**src/rtl/wf_led_sequencer.sv**
```systemverilog
`default_nettype none
// +--------------------------------------------------------------------------+
// | Module   : wf_led_sequencer                                              |
// | Brief    : multi-channel LED driver (OFF/ON/BLINK/PWM per channel) with  |
// |            shared tick prescaler and PWM counter. Optional perceptual    |
// |            dimming curve via macro WF_LED_SEQ_GAMMA_EN.                  |
// | Revision : 1.0                                                           |
// +--------------------------------------------------------------------------+
module wf_led_sequencer #(
    parameter int CLK_HZ      = 16000000,
    parameter int TICK_HZ     = 1000,
    parameter int CHANNELS    = 4,
    parameter int PERIOD_BITS = 16,
    parameter int PWM_BITS    = 8,
    parameter int RESET_BLINK = 500
) (
    input  logic                                                 WF_CLK,
    input  logic                                                 WF_RST,
    input  logic                                                 cfg_valid,
    output logic                                                 cfg_ready,
    input  logic [((CHANNELS > 1) ? $clog2(CHANNELS) : 1)-1:0]   cfg_chan,
    input  logic [1:0]                                           cfg_mode,
    input  logic [PERIOD_BITS-1:0]                               cfg_period,
    input  logic [PWM_BITS-1:0]                                  cfg_duty,
    output logic                                                 cfg_err,
    output logic                                                 tick_out,
    output logic [CHANNELS-1:0]                                  WF_LED
);
    localparam int c_DIV   = CLK_HZ / TICK_HZ;
    localparam int c_PRE_W = $clog2(c_DIV);
    localparam int c_CW    = (CHANNELS > 1) ? $clog2(CHANNELS) : 1;

    localparam logic [c_PRE_W-1:0] c_PRE_MAX = c_PRE_W'(c_DIV - 1);
    localparam logic [c_CW:0]      c_NCHAN   = (c_CW + 1)'(CHANNELS);

    localparam logic [1:0] c_MODE_OFF   = 2'b00;
    localparam logic [1:0] c_MODE_ON    = 2'b01;
    localparam logic [1:0] c_MODE_BLINK = 2'b10;
    localparam logic [1:0] c_MODE_PWM   = 2'b11;

    logic [c_PRE_W-1:0]     r_pre;
    logic [PWM_BITS-1:0]    r_pwm;
    logic                   r_ready;
    logic                   r_err;
    logic [CHANNELS-1:0]    r_led;
    logic [1:0]             r_mode   [CHANNELS];
    logic [PERIOD_BITS-1:0] r_period [CHANNELS];
    logic [PWM_BITS-1:0]    r_duty   [CHANNELS];
    logic [PERIOD_BITS-1:0] r_phase  [CHANNELS];
    logic [CHANNELS-1:0]    r_bstate;

    logic                   w_tick;
    logic                   w_accept;
    logic                   w_chan_ok;
    logic                   w_wr;
    logic [PERIOD_BITS-1:0] w_last   [CHANNELS];
    logic [CHANNELS-1:0]    w_raw;

    assign w_tick    = (r_pre == c_PRE_MAX);
    assign w_accept  = cfg_valid & r_ready;
    assign w_chan_ok = ({1'b0, cfg_chan} < c_NCHAN);
    assign w_wr      = w_accept & w_chan_ok;

    // Shared time base, handshake readiness and sticky error
    always_ff @(posedge WF_CLK) begin
        if (WF_RST) begin
            r_pre   <= '0;
            r_pwm   <= '0;
            r_ready <= 1'b0;
            r_err   <= 1'b0;
        end else begin
            r_pre   <= w_tick ? '0 : r_pre + c_PRE_W'(1);
            r_pwm   <= r_pwm + PWM_BITS'(1);
            r_ready <= 1'b1;
            if (w_accept && !w_chan_ok) begin
                r_err <= 1'b1;
            end
        end
    end

    for (genvar g = 0; g < CHANNELS; g++) begin : g_chan
        logic [PWM_BITS-1:0] w_eff_duty;
`ifdef WF_LED_SEQ_GAMMA_EN
        logic [2*PWM_BITS-1:0] w_sq;
        assign w_sq       = {{PWM_BITS{1'b0}}, r_duty[g]} * {{PWM_BITS{1'b0}}, r_duty[g]};
        assign w_eff_duty = PWM_BITS'(w_sq >> PWM_BITS);
`else
        assign w_eff_duty = r_duty[g];
`endif
        // A zero half-period behaves as one tick
        assign w_last[g] = (r_period[g] == '0) ? '0 : r_period[g] - PERIOD_BITS'(1);
        assign w_raw[g]  = (r_mode[g] == c_MODE_ON)
                         | ((r_mode[g] == c_MODE_BLINK) & r_bstate[g])
                         | ((r_mode[g] == c_MODE_PWM) & (r_pwm < w_eff_duty));
    end

    // Per-channel configuration and blink phase; a write beats a coincident tick
    always_ff @(posedge WF_CLK) begin
        if (WF_RST) begin
            for (int i = 0; i < CHANNELS; i++) begin
                r_mode[i]   <= c_MODE_OFF;
                r_period[i] <= '0;
                r_duty[i]   <= '0;
                r_phase[i]  <= '0;
                r_bstate[i] <= 1'b0;
            end
            r_led <= '0;
            if (RESET_BLINK != 0) begin
                r_mode[0]   <= c_MODE_BLINK;
                r_period[0] <= PERIOD_BITS'(RESET_BLINK);
                r_bstate[0] <= 1'b1;
            end
        end else begin
            for (int i = 0; i < CHANNELS; i++) begin
                if (w_wr && (cfg_chan == c_CW'(i))) begin
                    r_mode[i]   <= cfg_mode;
                    r_period[i] <= cfg_period;
                    r_duty[i]   <= cfg_duty;
                    r_phase[i]  <= '0;
                    r_bstate[i] <= 1'b1;
                end else if (w_tick && (r_mode[i] == c_MODE_BLINK)) begin
                    if (r_phase[i] == w_last[i]) begin
                        r_phase[i]  <= '0;
                        r_bstate[i] <= ~r_bstate[i];
                    end else begin
                        r_phase[i] <= r_phase[i] + PERIOD_BITS'(1);
                    end
                end
            end
            r_led <= w_raw;
        end
    end

    assign cfg_ready = r_ready;
    assign cfg_err   = r_err;
    assign tick_out  = w_tick;
    assign WF_LED    = r_led;

endmodule
`default_nettype wire
```
**config.mk**
```make
export PLATFORM = sky130hd
export DESIGN_NAME = wf_led_sequencer
export DESIGN_NICKNAME = d
export VERILOG_FILES = /design/src/rtl/wf_led_sequencer.sv
export SDC_FILE = /design/constraint.sdc
export NUM_CORES = 1
export LEC_CHECK = 0
export BUFFER_PORTS_ARGS = -buffer_cell sky130_fd_sc_hd__buf_2
export CORE_MARGIN = 5
export CORE_UTILIZATION = 35
export CTS_BUF_LIST = sky130_fd_sc_hd__clkbuf_8
export DETAILED_ROUTE_END_ITERATION = 8
export PLACE_DENSITY_LB_ADDON = 0.3
export SLEW_MARGIN = 20
export SYNTH_ARGS = -nofsm -noshare
export SYNTH_HDL_FRONTEND = slang
export SYNTH_SLANG_ARGS = --single-unit
export TNS_END_PERCENT = 20
```
**constraint.sdc**
```tcl
create_clock -name WF_CLK -period 4.2 [get_ports WF_CLK]
set_input_delay 0.84 -clock WF_CLK [delete_from_list [all_inputs] [get_ports WF_CLK]]
set_output_delay 0.84 -clock WF_CLK [all_outputs]
set_load 0.02 [all_outputs]
```
=== Yosys cells after proc, flatten, opt, wreduce, memory -nomap -nowiden ===
Memory sizes are Yosys's and may differ from the RTL's.
Cells that the tools add are included.

* Input port bits: 31
* Register bits: 31
* Memories kept: 4
* Output and inout bits: 7
* RAM bits: 168
* Word-level logic and storage cells: 212

{| class="wikitable"
|+ Memories
! memory !! depth !! width !! read ports !! clocked after memory_dff !! wr ports !! RTL line !! RTL
|-
| r_period || 4 || 16 || 4 || 0 || 4 || 47 || <nowiki>logic [PERIOD_BITS-1:0] r_period [CHANNELS];</nowiki>
|-
| r_phase || 4 || 16 || 4 || 0 || 4 || 49 || <nowiki>logic [PERIOD_BITS-1:0] r_phase [CHANNELS];</nowiki>
|-
| r_duty || 4 || 8 || 4 || 0 || 4 || 48 || <nowiki>logic [PWM_BITS-1:0] r_duty [CHANNELS];</nowiki>
|-
| r_mode || 4 || 2 || 4 || 0 || 4 || 46 || <nowiki>logic [1:0] r_mode [CHANNELS];</nowiki>
|}

* Equality and inequality tests: 20
* Muxes and demuxes: 94
* $add $sub $neg: 10
* Reduce and logical (&&, ||, !) cells: 25
* Magnitude comparators: 4
* Bitwise operators: 47

{| class="wikitable"
|+ Operators with widths
! cell !! count
|-
| 2-to-1 mux 16 bit || 21
|-
| adder 16 x 1 -> 16 bit (second input constant) || 4
|-
| == test 16 bit || 4
|-
| logical NOT 16 bit || 4
|-
| 2-to-1 mux 1 bit || 64
|-
| subtractor 16 x 1 -> 16 bit (second input constant) || 4
|-
| OR 1 bit || 34
|-
| less-than comparator 8 bit || 4
|-
| 2-to-1 mux 8 bit || 4
|-
| == test 2 bit (second input constant) || 10
|-
| adder 14 x 1 -> 14 bit (second input constant) || 1
|-
| == test 14 bit (second input constant) || 1
|-
| nonzero test 2 bit || 6
|-
| == test 2 x 1 -> 1 bit (second input constant) || 5
|-
| 2-to-1 mux 2 bit || 5
|-
| AND 1 bit || 9
|-
| adder 8 x 1 -> 8 bit (second input constant) || 1
|-
| logical AND 1 bit || 8
|-
| AND reduction 2 bit || 4
|-
| inverter 1 bit || 4
|-
| OR reduction 2 bit || 2
|-
| logical NOT 2 bit || 1
|}

=== Longest topological paths before layout ===
An unclocked memory read counts as a cell.

* Word-level depth: 11
* Depth in mapped cells: 13
* Gate-level depth less buffers: 10

=== Least setup slack after synthesis ===
No wires, ideal clock.

* Path kind: flip-flop to flip-flop
* Start point: mem r_period[0][0]
* End point: mem r_phase[0][10], data pin
* Required time: 3946 ps
* Stages on the path, launching flop included: 13
* Library setup time: 254 ps
* Setup slack: 681 ps
* Buffers on the path: 2
* Data arrival time: 3265 ps
* Period minus slack after synthesis: 3519 ps
* Cell sequence: edfxtp_1 -> inv_1 -> ha_1 -> or4b_1 -> buf_2 -> nand2b_4 -> a22o_1 -> a221o_1 -> a2111o_1 -> or3_4 -> o41ai_4 -> buf_6 -> nor2_1

{| class="wikitable"
|+ RTL lines
! item !! RTL line
|-
| start: declaration || 47
|-
| end: declaration || 49
|}

==> reports/summary.txt <==
Count leader, synth -> edfxtp_1
Number of synthesized flops with an enable pin -> 168
Cell breakdown of the critical path -> inv_1 > ha_1 > or4b_1 > nor3_4 > nand2_2 > mux2i_1 > a2111o_1 > or3_4 > o41ai_4 > buf_4 > nor2_1
Peak VDD IR -> 0.186 mV
DP Worst Slack -> 0.411 ns
Worst EP arrival -> 4.06 ns
Total Die Area -> 39,500 um2
Ratio of cells with drive above 1 in the final layout -> 0.0894
Final Hold Fails -> 0
N_diodes -> 0
Die height -> 199 um
Final layout net count -> 1,354
GRT overflow -> 0
Routed wire length -> 29,100 um
Synth top area share -> 0.405
Setup Buffers After CTS -> 0
Final WS setup -> 0.390 ns
Core footprint -> 35,400 um2
Clk_skew -> 0.0195 ns
Top cells by area, synth -> edfxtp_1, dfxtp_1, xor2_1
First-pass GRT wire length -> 47,700 um
Setup TNS -> 0 ns
CTS tree -> built
HPWL after detailed placement -> 21,200 um
Ys flop type -> edfxtp_1
Mapped cell area -> 12,500 um2
# setup viols final -> 0
Initial core utilization -> 0.352
Max cap viols -> 0
Routed len/inst -> 16.6 um
Synth Register Bits -> 199
Synth top cells by count -> edfxtp_1, nor2_1, and2_1
Worst setup path class -> flip-flop to flip-flop
Clk_lat worst skew -> 0.49 ns
P&R area growth vs syn -> 8.79%
Cells after synthesis -> 1,266
Largest net degree at the start of global routing -> 33
Post-Layout Inst Area -> 13,600 um2
RSZ-0062 raised after global routing -> no
Clk slew on worst S/H paths -> 0.11 ns
Required time worst endpoint -> 4.45 ns
Synth cell types -> 83
DRC -> 0
Critical Path Fanout Max -> 16
Syn avg cell area -> 9.85 um2
Buffers & Inverters on Critical Path -> 2
Post-synthesis sequential area ratio -> 0.454
Vias in the first global route -> 9,053
Post_cts resized -> 0
Critical path endpoint category -> flip-flop
Pwr per Cell Area -> 301 nW/um2
Asr flop ratio synth -> 0
Status -> finished clean
Fmax -> 262 MHz
Rel. slew slack -> 0.297
Post-CTS Hold Buffers -> 0
Cell Rows -> 69
CTS sink cnt -> 199
Largest area contributor in the netlist -> edfxtp_1
# port buffers -> 36
Dpl cells -> 1,727
Post-route minimum period -> 3.81 ns
Routability cong. -> 0.852
CP delay by family, top -> simple AND/OR/NAND/NOR gates
Final worst path period share -> 0.907
Worst min path class -> flip-flop to flip-flop
Leak Pwr -> 5.08 nW
Initial DRC Count -> 687
Non-filler instance count after layout -> 1,759
Final Util -> 0.383
DR pass1 iterations -> 7
Worst Tran Pin Value -> 1.05 ns
Clock Tree Buf Depth -> 2
Root Driver -> clkbuf_8
CP peak stage delay -> 0.60 ns
Vias -> 9,337
Fin. max-slew vios -> 0
Syn nets -> 1,335
H-tree Lvls -> 4
Crit-path slowest cell -> or4b_1
GRT Total Usage -> 0.149
Final ANT Viol Nets -> 0
CP startpoint kind -> flip-flop
Antenna violations before repair -> 3
Dpl cell area -> 13,200 um2
YS warnings -> 0
Number of buffers created by CTS -> 17
Die W -> 199 um
Via density per instance -> 5.31
IO Pins -> 38
## routing by layer
| metal | vias to the layer above | GRT usage | wire (um) |
|---|---|---|---|
| li1 | 4623 | - | - |
| met1 | 4498 | 0.215 | 14300 |
| met2 | 178 | 0.235 | 13100 |
| met3 | 34 | 0.0249 | 1250 |
| met4 | 4 | 0.0370 | 433 |
| met5 | - | 0 | 19 |
## registers in the layout (all words and copies together) (netlist names)
| signal | count |
|---|---|
| r_pre | 14 |
| r_phase | 64 |
| r_period | 64 |
| r_duty | 32 |
| WF_LED | 4 |
| r_mode | 8 |
| r_bstate | 4 |
| cfg_ready | 1 |
| r_pwm | 8 |
## cell families after synthesis
family                     share of synthesized area
and+or+nand+nor                                0.257
DFF                                            0.454
AOI/OAI and AO/OA                              0.102
xor gates and xnor gates                       0.101
buffers and inverters                         0.0365
adders and majority gates                     0.0381
muxes                                        0.00994
other                                       0.000301
## path summary, 6_finish.rpt
path                           startpoint                           to  slack (ns)  cells past startpoint
max          r_period[0][0]$_SDFFCE_PN0P_  r_phase[0][6]$_SDFFCE_PN0P_        0.39                     11
min                   r_pre[0]$_SDFF_PP0_          r_pre[0]$_SDFF_PP0_        0.47                      1
max reg2reg  r_period[0][0]$_SDFFCE_PN0P_  r_phase[0][6]$_SDFFCE_PN0P_        0.39                     11
min reg2reg           r_pre[0]$_SDFF_PP0_          r_pre[0]$_SDFF_PP0_        0.47                      1
## final cells by class
| class | instances | area [um2] |
|---|---|---|
| Clock buffer | 18 | 248 |
| Clock inverter | 14 | 160 |
| Fill cell | 3535 | 21800 |
| Inverter | 62 | 233 |
| Multi-Input combinational cell | 950 | 6360 |
| Sequential cell | 199 | 5670 |
| Tap cell | 461 | 577 |
| Timing Repair Buffer | 55 | 323 |
## power breakdown
group | leakage [nW] | internal [mW] | switching [mW]
Clock | 0.216 | 0.563 | 0.744
Sequential | 2.04 | 2.21 | 0.101
Combinational | 2.83 | 0.194 | 0.260
## placed cells by master (no fill, tap or decap), drive strengths merged, types with 8 or more instances in the layout
cell type and instances:
nand2b 16, nor2b 19, nand3 50, buf 55, mux2i 9, xor2 68, a21oi 34, xnor2 66
nor3b 11, and2 83, nor4 23, o21ai 25, o31ai 10, a21o 16, nand4 26, clkbuf 18
o211ai 9, dfxtp 31, inv 71, nor3 31, and3 40, or3 15, nand3b 8, nand2 77
edfxtp 168, or4 13, nor2 141, ha 38
## worst reg2reg max path: cells and delay by family (launching register included)
kind / cells / cell delay, ns
buffers and inverters: 2 / 0.39
AO/OA/AOI/OAI: 2 / 0.73
flip-flops: 1 / 0.46
adder cells (fa/ha/maj): 1 / 0.21
AND/OR/NAND/NOR: 5 / 1.62
multiplexers: 1 / 0.17
## per-stage QoR
step | hold slack [ns] | power [mW]
6_report | 0.471 | 4.08
5_1_grt | 0.506 | 4.27
4_1_cts | 0.480 | 4.12
3_5_place_dp | 0.452 | 2.81
3_3_place_gp | 0.449 | 2.81
2_1_floorplan | 0.426 | 2.66
Power figures use the tool's default switching activity.
